--- config.mk ---
export PLATFORM = sky130hd
export DESIGN_NAME = fm_reg_write_sequencer
export DESIGN_NICKNAME = d
export VERILOG_FILES = /design/src/rtl/fm_reg_write_sequencer.sv
export SDC_FILE = /design/constraint.sdc
export NUM_CORES = 1
export LEC_CHECK = 0
export BUFFER_PORTS_ARGS = -buffer_cell sky130_fd_sc_hd__buf_2
export CAP_MARGIN = 20
export CORE_MARGIN = 4
export CORE_UTILIZATION = 38
export CTS_CLUSTER_SIZE = 24
export DETAILED_ROUTE_END_ITERATION = 10
export MAX_ROUTING_LAYER = met4
export SLEW_MARGIN = 30
export SYNTH_ARGS = -nofsm -noshare
export SYNTH_HDL_FRONTEND = slang
export SYNTH_SLANG_ARGS = --single-unit
--- constraint.sdc ---
create_clock -name clk_in -period 3.7 [get_ports clk_in]
set_input_delay 0.37 -clock clk_in [delete_from_list [all_inputs] [get_ports clk_in]]
set_output_delay 0.37 -clock clk_in [all_outputs]
set_load 0.005 [all_outputs]
--- src/rtl/fm_reg_write_sequencer.sv ---
`default_nettype none
// ============================================================================
//  Module      : fm_reg_write_sequencer
//  Description : Queued write controller for the FM/SSG sound core register
//                bus. Buffers (register, value) pairs in a FIFO and replays
//                each one as a timed two-phase bus write (address phase,
//                data phase) followed by a programmable settling gap.
//  Revision    : 1.0 - initial release
// ============================================================================
module fm_reg_write_sequencer #(
    parameter int FIFO_DEPTH  = 8,
    parameter int WAIT_CYCLES = 479,
    parameter int CNT_W       = 16
) (
    input  logic                          clk_in,
    input  logic                          rst,
    input  logic                          req_valid,
    output logic                          req_ready,
    input  logic [7:0]                    req_reg,
    input  logic [7:0]                    req_val,
    output logic                          cen,
    output logic                          cs_n,
    output logic                          wr_n,
    output logic                          addr,
    output logic [7:0]                    din,
    output logic                          busy,
    output logic [$clog2(FIFO_DEPTH):0]   fifo_level,
    output logic                          wr_done
);

    localparam int c_ptr_w = $clog2(FIFO_DEPTH);
    localparam int c_lvl_w = c_ptr_w + 1;

    // Bus sequencer states; outputs are registered with the state so the
    // bus always shows the values belonging to the state being entered.
    typedef enum logic [3:0] {
        S_IDLE    = 4'd0,
        S_A_SETUP = 4'd1,
        S_A_STB   = 4'd2,
        S_A_HOLD  = 4'd3,
        S_D_SETUP = 4'd4,
        S_D_STB   = 4'd5,
        S_D_HOLD  = 4'd6,
        S_WAIT    = 4'd7
    } state_t;

    // Request FIFO storage and bookkeeping
    logic [7:0]         r_mem_reg [FIFO_DEPTH];
    logic [7:0]         r_mem_val [FIFO_DEPTH];
    logic [c_ptr_w-1:0] r_wr_ptr;
    logic [c_ptr_w-1:0] r_rd_ptr;
    logic [c_lvl_w-1:0] r_level;
    logic [c_lvl_w-1:0] w_level_nxt;
    logic               r_req_ready;
    logic               w_push;
    logic               w_pop;

    // Sequencer state, current pair and settling counter
    state_t             r_state;
    state_t             w_state_nxt;
    logic [7:0]         r_cur_reg;
    logic [7:0]         r_cur_val;
    logic [7:0]         w_cur_reg_nxt;
    logic [7:0]         w_cur_val_nxt;
    logic [CNT_W-1:0]   r_cnt;
    logic [CNT_W-1:0]   w_cnt_nxt;

    // Registered bus outputs and their next values
    logic               r_wr_n;
    logic               r_addr;
    logic [7:0]         r_din;
    logic               r_wr_done;
    logic               r_busy;
    logic               w_wr_n_nxt;
    logic               w_addr_nxt;
    logic [7:0]         w_din_nxt;
    logic               w_wr_done_nxt;
    logic               w_busy_nxt;

    // A push is only taken against the registered not-full flag, so a push
    // while full is dropped even if the sequencer pops in the same cycle.
    assign w_push = req_valid & r_req_ready;

    // Occupancy after this cycle's push/pop
    always_comb begin
        w_level_nxt = r_level;
        unique case ({w_push, w_pop})
            2'b10:   w_level_nxt = r_level + c_lvl_w'(1);
            2'b01:   w_level_nxt = r_level - c_lvl_w'(1);
            default: w_level_nxt = r_level;
        endcase
    end

    // FIFO storage write; contents need no reset since the level gates reads
    always_ff @(posedge clk_in) begin
        if (w_push) begin
            r_mem_reg[r_wr_ptr] <= req_reg;
            r_mem_val[r_wr_ptr] <= req_val;
        end
    end

    // FIFO pointers, level and ready flag
    always_ff @(posedge clk_in) begin
        if (rst) begin
            r_wr_ptr    <= '0;
            r_rd_ptr    <= '0;
            r_level     <= '0;
            r_req_ready <= 1'b1;
        end else begin
            if (w_push) begin
                r_wr_ptr <= r_wr_ptr + c_ptr_w'(1);
            end
            if (w_pop) begin
                r_rd_ptr <= r_rd_ptr + c_ptr_w'(1);
            end
            r_level     <= w_level_nxt;
            r_req_ready <= (w_level_nxt != c_lvl_w'(FIFO_DEPTH));
        end
    end

    // Next-state and next-output decode for the two-phase bus write
    always_comb begin
        w_state_nxt   = r_state;
        w_pop         = 1'b0;
        w_cur_reg_nxt = r_cur_reg;
        w_cur_val_nxt = r_cur_val;
        w_cnt_nxt     = r_cnt;
        w_wr_n_nxt    = 1'b1;
        w_addr_nxt    = r_addr;
        w_din_nxt     = r_din;
        w_wr_done_nxt = 1'b0;
        unique case (r_state)
            S_IDLE: begin
                w_addr_nxt = 1'b0;
                if (r_level != '0) begin
                    w_pop         = 1'b1;
                    w_cur_reg_nxt = r_mem_reg[r_rd_ptr];
                    w_cur_val_nxt = r_mem_val[r_rd_ptr];
                    w_din_nxt     = r_mem_reg[r_rd_ptr];
                    w_state_nxt   = S_A_SETUP;
                end
            end
            S_A_SETUP: begin
                w_addr_nxt  = 1'b0;
                w_din_nxt   = r_cur_reg;
                w_wr_n_nxt  = 1'b0;
                w_state_nxt = S_A_STB;
            end
            S_A_STB: begin
                w_addr_nxt  = 1'b0;
                w_din_nxt   = r_cur_reg;
                w_state_nxt = S_A_HOLD;
            end
            S_A_HOLD: begin
                // addr flips only here, with wr_n high on both sides
                w_addr_nxt  = 1'b1;
                w_din_nxt   = r_cur_val;
                w_state_nxt = S_D_SETUP;
            end
            S_D_SETUP: begin
                w_addr_nxt  = 1'b1;
                w_din_nxt   = r_cur_val;
                w_wr_n_nxt  = 1'b0;
                w_state_nxt = S_D_STB;
            end
            S_D_STB: begin
                w_addr_nxt    = 1'b1;
                w_din_nxt     = r_cur_val;
                w_wr_done_nxt = 1'b1;
                w_state_nxt   = S_D_HOLD;
            end
            S_D_HOLD: begin
                w_addr_nxt = 1'b0;
                if (WAIT_CYCLES == 0) begin
                    w_state_nxt = S_IDLE;
                end else begin
                    w_cnt_nxt   = CNT_W'(WAIT_CYCLES);
                    w_state_nxt = S_WAIT;
                end
            end
            S_WAIT: begin
                w_addr_nxt = 1'b0;
                if (r_cnt <= CNT_W'(1)) begin
                    w_cnt_nxt   = '0;
                    w_state_nxt = S_IDLE;
                end else begin
                    w_cnt_nxt = r_cnt - CNT_W'(1);
                end
            end
            default: begin
                w_state_nxt = S_IDLE;
                w_addr_nxt  = 1'b0;
            end
        endcase
        w_busy_nxt = (w_state_nxt != S_IDLE) || (w_level_nxt != '0);
    end

    // State, current pair, counter and bus output registers
    always_ff @(posedge clk_in) begin
        if (rst) begin
            r_state   <= S_IDLE;
            r_cur_reg <= '0;
            r_cur_val <= '0;
            r_cnt     <= '0;
            r_wr_n    <= 1'b1;
            r_addr    <= 1'b0;
            r_din     <= '0;
            r_wr_done <= 1'b0;
            r_busy    <= 1'b0;
        end else begin
            r_state   <= w_state_nxt;
            r_cur_reg <= w_cur_reg_nxt;
            r_cur_val <= w_cur_val_nxt;
            r_cnt     <= w_cnt_nxt;
            r_wr_n    <= w_wr_n_nxt;
            r_addr    <= w_addr_nxt;
            r_din     <= w_din_nxt;
            r_wr_done <= w_wr_done_nxt;
            r_busy    <= w_busy_nxt;
        end
    end

    assign cen        = 1'b1;
    assign cs_n       = 1'b0;
    assign wr_n       = r_wr_n;
    assign addr       = r_addr;
    assign din        = r_din;
    assign busy       = r_busy;
    assign wr_done    = r_wr_done;
    assign fifo_level = r_level;
    assign req_ready  = r_req_ready;

endmodule
`default_nettype wire

==> results.yml, run 1 <==
synth:
  synth-edff-count: 128
  synth_top_area_share_pct: 50.01
  ys_warn_count: 0
  synthAdderAreaFrac_pct: 1.530
  netlist_top_cells_area: "edfxtp_1 50%, dfxtp_1 16%, mux4_2 9.4%"
  ys_ff_latch: 190
  synth_compound_area_share_pct: 7.797
  async_flop_share_pct: 0
  synth_cells: 535
  netlist_area_um2: 7686
  yosys.area_share.xor_xnor_pct: 0.9116
  synthTopCellsByCount: "128 x edfxtp_1, 62 x dfxtp_1, 45 x nor2_1"
  synth_most_common_cell: "edfxtp_1"
  ys.flop_type: "edfxtp_1"
  syn_area_per_cell_um2: 14.37
  synth_top_family_by_area: "multiplexers"
  yosysSeqAreaShare_pct: 66.16
  yosys.area.top_type: "edfxtp_1"
  ys_types: 54
  synthMuxAreaShare_pct: 10.70
  yosys.area_share.simple_pct: 10.45
clock_tree:
  cts-root-buf: "clkbuf_16"
  cts_tree: "built"
  cts_buffers: 17
  cts_setup_buffers: 0
  cts_hold_buffers: 0
  path_clk_slew_ns: 0.07
  cts_buffer_depth: 2
  htree_levels: 4
  cts_resized: 0
  clock_latency_ns: 0.43
  cts.sinks: 190
final_layout:
  diodes: 0
  nets: 599
  final_core_util_pct: 44.98
  area_delta_synth_final_pct: 15.03
  drive_above_1_share_pct: 22.09
  fill_cells: 1773
sta:
  finClkSkew_ns: 0.01134
  setup_viol: 0
  hold_viol: 0
  relSlewSlack_pct: 39.00
  period_needed_ns: 3.248
  rsz0062_at_grt: "false"
  final.setup.tns_ns: 0
  tightest_slew_ns: 0.9138
  fmax_mhz: 307.8
  drv_slew: 0
  finalCritPeriodShare_pct: 87.80
  layout_setup_ws_ns: 0.4516
floorplan:
  fp.dieH_um: 150.2
  core_area_um2: 19650
  initial_core_util_pct: 39.11
  io_pins: 38
  die-area_um2: 22570
  die_x_um: 150.2
  rows: 51
place:
  gp_congestion: 0.8115
  pre_cts_ws_ns: 0.4849
  hpwlAfterDp_mm: 10.20
  port-buffer-count: 35
status:
  outcome: "finished clean"
hold_path:
  hold_end: "r_mem_val[0][1]"
  hold_class: "input pin to flop"
  min-delay-start: "req_val[1]"
  hold_depth: 1
global_route:
  grt_pass1_wl_mm: 24.53
  grt_max_degree: 48
  grt_pass1_vias: 4506
  overflow: 0
  grt_antenna_before_repair: 0
  grt.total_usage_pct: 14.88
route:
  vias: 4436
  drtPass1Iterations: 5
  route.detailed.wl_per_inst_um: 18.21
  wl_mm: 15.46
  via_per_inst: 5.225
  detail-route-antenna-nets: 0
  drt_iter0_markers: 242
  post-route-drc-count: 0
critical_path:
  endpoint_kind: "flop"
  crit_fanout: 9
  path_class: "flop to flop"
  r2r-start: "fifo_level[0]"
  rrSetupSlack_ns: 0.45
  cp.arrival_ns: 3.52
  crit_required_ns: 3.97
  r2r-end: "busy"
  crit_path_start_kind: "flop"
  r2r_cells: 9
power:
  power.total_mw: 5.736
  power_density_nw_per_um2: 648.8
  max-vdd-ir-drop_mv: 0.3753
  p_leak_nw: 2.986
flow_run:
  cap_violations: 0
per-stage QoR:
stage | instance area [µm²] | cells | hold WS (ns)
floorplan | 7690 | 536 | 0.4301
detailed placement | 8239 | 818 | 0.4732
finish | 8841 | 849 | 0.2048
global placement | 8190 | 814 | 0.4559
CTS | 8836 | 849 | 0.1823
global route | 8841 | 849 | 0.1957
kinds of logic (layout without fill, tap and decap cells):
logic type / count (synthesis) / count (layout)
simple gates: 152 / 152
xor+xnor: 8 / 8
fa+ha+maj: 9 / 9
buf+inv: 44 / 92
flops: 190 / 190
mux: 42 / 42
other cells: 2 / 3
compound gates: 88 / 88
layer usage:
metal	up-vias	wire [µm]	GRT usage, %
met5	-	0	-
met1	2231	6961	18.21
li1	2130	-	-
met4	0	123	4.071
met2	62	7817	24.89
met3	13	557	3.582
critical path, cell delays in order, from the launching register on:
cell and delay [ns]:
dfxtp_1 0.38, or4_1 0.60, nand3_2 0.10, inv_1 0.06, ha_1 0.27, ha_1 0.38
or4b_2 0.69, o311a_1 0.15, a211oi_1 0.32, a31oi_1 0.13
cell type report:
| class | count | area [µm²] | share of cell area (%) |
|---|---|---|---|
| Clock buffer | 17 | 425.4 | 4.812 |
| Clock inverter | 14 | 171.4 | 1.939 |
| Inverter | 11 | 41.29 | 0.4670 |
| Tap cell | 265 | 331.6 | 3.750 |
| Sequential cell | 190 | 5085 | 57.51 |
| Multi-Input combinational cell | 302 | 2480 | 28.05 |
| Timing Repair Buffer | 50 | 306.5 | 3.467 |
cell usage in the layout (no fill, tap or decap), types with 10 or more instances in the layout:
master     synthesis  final
nor3_1            25     21
buf_4              2     11
nand2b_1          10     10
nor2_1            45     45
o21ai_0           11     11
nor2b_1           12     12
buf_2              7     35
a211oi_1          23     22
a21oi_1           22     22
dfxtp_1           62     62
mux4_2            32     32
clkbuf_16          0     17
nand2_1           19     19
inv_1             11     11
edfxtp_1         128    128
where the power goes:
group | total [mW] | switching [mW] | internal (mW)
Clock | 1.85 | 0.828 | 1.02
Combinational | 1.16 | 0.569 | 0.592
Sequential | 2.73 | 0.236 | 2.49
Total | 5.74 | 1.63 | 4.10
worst max-delay path by stage:
stage / start / end / slack [ns]
2_1_floorplan: fifo_level[0] / busy / 0.23
3_5_place_dp: fifo_level[0] / busy / 0.48
4_1_cts: fifo_level[0] / busy / 0.46
3_3_place_gp: fifo_level[0] / busy / 0.58
5_1_grt: fifo_level[0] / busy / 0.30
6_report: fifo_level[0] / busy / 0.45
Note: power is estimated with default switching activity, not from simulation.
==> inputs of run 2 (changes only) <==
Settings changed: CORE_ASPECT_RATIO set to 0.8.
==> run 2 against run 1 <==
Effect of this change:
- clock power shrank 5%
- clock-buffer cell count is the same
- sequential cell count is the same
- final cell count shrank 0.12%
- critical path type unchanged
- maximum frequency grew 0.55%
==> results.yml, run 2 (synthesis results as in run 1) <==
route:
  detail-route-antenna-nets: 0
  route.detailed.wl_per_inst_um: 18.32
  wl_mm: 15.54
  post-route-drc-count: 0
  drtPass1Iterations: 5
  drt_iter0_markers: 390
  vias: 4486
  via_per_inst: 5.290
flow_run:
  cap_violations: 0
clock_tree:
  path_clk_slew_ns: 0.07
  htree_levels: 4
  cts_buffers: 17
  cts_buffer_depth: 2
  cts_resized: 0
  cts-root-buf: "clkbuf_16"
  clock_latency_ns: 0.43
  cts_setup_buffers: 0
  cts_hold_buffers: 0
  cts_tree: "built"
  cts.sinks: 190
global_route:
  overflow: 0
  grt.total_usage_pct: 14.73
  grt_antenna_before_repair: 0
  grt_pass1_vias: 4420
  grt_pass1_wl_mm: 24.72
  grt_max_degree: 47
sta:
  finClkSkew_ns: 0.009963
  period_needed_ns: 3.231
  relSlewSlack_pct: 40.14
  finalCritPeriodShare_pct: 87.31
  rsz0062_at_grt: "false"
  fmax_mhz: 309.5
  hold_viol: 0
  tightest_slew_ns: 0.8967
  final.setup.tns_ns: 0
  setup_viol: 0
  drv_slew: 0
place:
  hpwlAfterDp_mm: 9.723
  gp_congestion: 0.8544
  port-buffer-count: 35
floorplan:
  rows: 46
  die_x_um: 167.0
  die-area_um2: 22580
  fp.dieH_um: 135.2
  initial_core_util_pct: 38.71
  io_pins: 38
  core_area_um2: 19860
critical_path:
  rrSetupSlack_ns: 0.47
  path_common_cell: "ha_1"
  crit_required_ns: 3.99
  r2r-start: "fifo_level[0]"
  r2r-end: "busy"
  r2r_cells: 9
  path_cells: "or4_1 > nand3_2 > inv_1 > ha_1 > ha_1 > or4b_2 > o311a_1 > a211oi_1 > a31oi_1"
  critPathMaxStageDelay_ns: 0.68
  path_class: "flop to flop"
  cp-startpoint: "fifo_level[0]"
  cp.arrival_ns: 3.52
  endpoint_kind: "flop"
  crit_fanout: 9
  crit_family: "simple AND/OR/NAND/NOR gates"
  crit_path_start_kind: "flop"
  crit_slowest_cell: "or4b_2"
  worst-path-buf-inv: 1
final_layout:
  register_area_um2: 5085
  drive_above_1_share_pct: 22.26
  multi_input_area_um2: 2455
  fill_cells: 1757
  diodes: 0
  final_common_cell: "edfxtp_1"
  final_core_util_pct: 44.14
  mostFrequentLayoutCells: "128 x edfxtp_1, 62 x dfxtp_1, 45 x nor2_1, 35 x buf_2, 32 x mux4_2"
  nets: 598
  area_delta_synth_final_pct: 14.03
power:
  max-vdd-ir-drop_mv: 0.2999
  power_density_nw_per_um2: 641.8
  p_leak_nw: 2.967
hold_path:
  hold_depth: 1
  hold_class: "input pin to flop"
  min-delay-start: "req_reg[4]"
  hold_end: "r_mem_reg[1][4]"
status:
  outcome: "finished clean"
-- run 2: worst max-delay path by stage --
stage	end	slack, ns	cells after the start
2_1_floorplan	busy	0.23	11
3_3_place_gp	busy	0.61	9
3_5_place_dp	busy	0.53	9
4_1_cts	req_ready	0.51	10
5_1_grt	req_ready	0.29	10
6_report	busy	0.47	9
-- run 2: metal layers --
metal / GRT usage, % / up-vias / part of all wire [%]
met5: - / - / 0
met4: 4.498 / 0 / 0.97
met3: 3.034 / 12 / 3.7
met2: 23.18 / 82 / 48
met1: 19.54 / 2257 / 47
li1: - / 2135 / -
-- run 2: final cells by class --
cell class / count / share of cell area [%]
well taps: 264 / 3.769
multi-input cells: 302 / 28.01
clock inverters: 15 / 1.685
clock buffers: 17 / 4.854
flip-flops and latches: 190 / 58.02
repair buffers: 49 / 3.198
inverters: 11 / 0.4711
-- run 2: stage by stage --
step / total power, mW / hold slack, ns / instances / instance area, µm² / setup WS, ns
after floorplan: 3.548 / 0.4301 / 536 / 7690 / 0.2291
after CTS: 5.690 / 0.1930 / 848 / 8760 / 0.5077
after detailed placement: 3.936 / 0.4669 / 816 / 8187 / 0.5326
final: 5.625 / 0.2036 / 848 / 8765 / 0.4695
after global placement: 3.897 / 0.4537 / 816 / 8187 / 0.6053
after global routing: 5.941 / 0.1937 / 848 / 8765 / 0.2866
-- run 2: where the power goes --
| part | internal (mW) | leakage, nW | total, mW | switching (mW) |
|---|---|---|---|---|
| Sequential | 2.49 | 1.67 | 2.72 | 0.225 |
| Clock | 0.897 | 0.277 | 1.75 | 0.856 |
| Combinational | 0.574 | 1.02 | 1.16 | 0.582 |
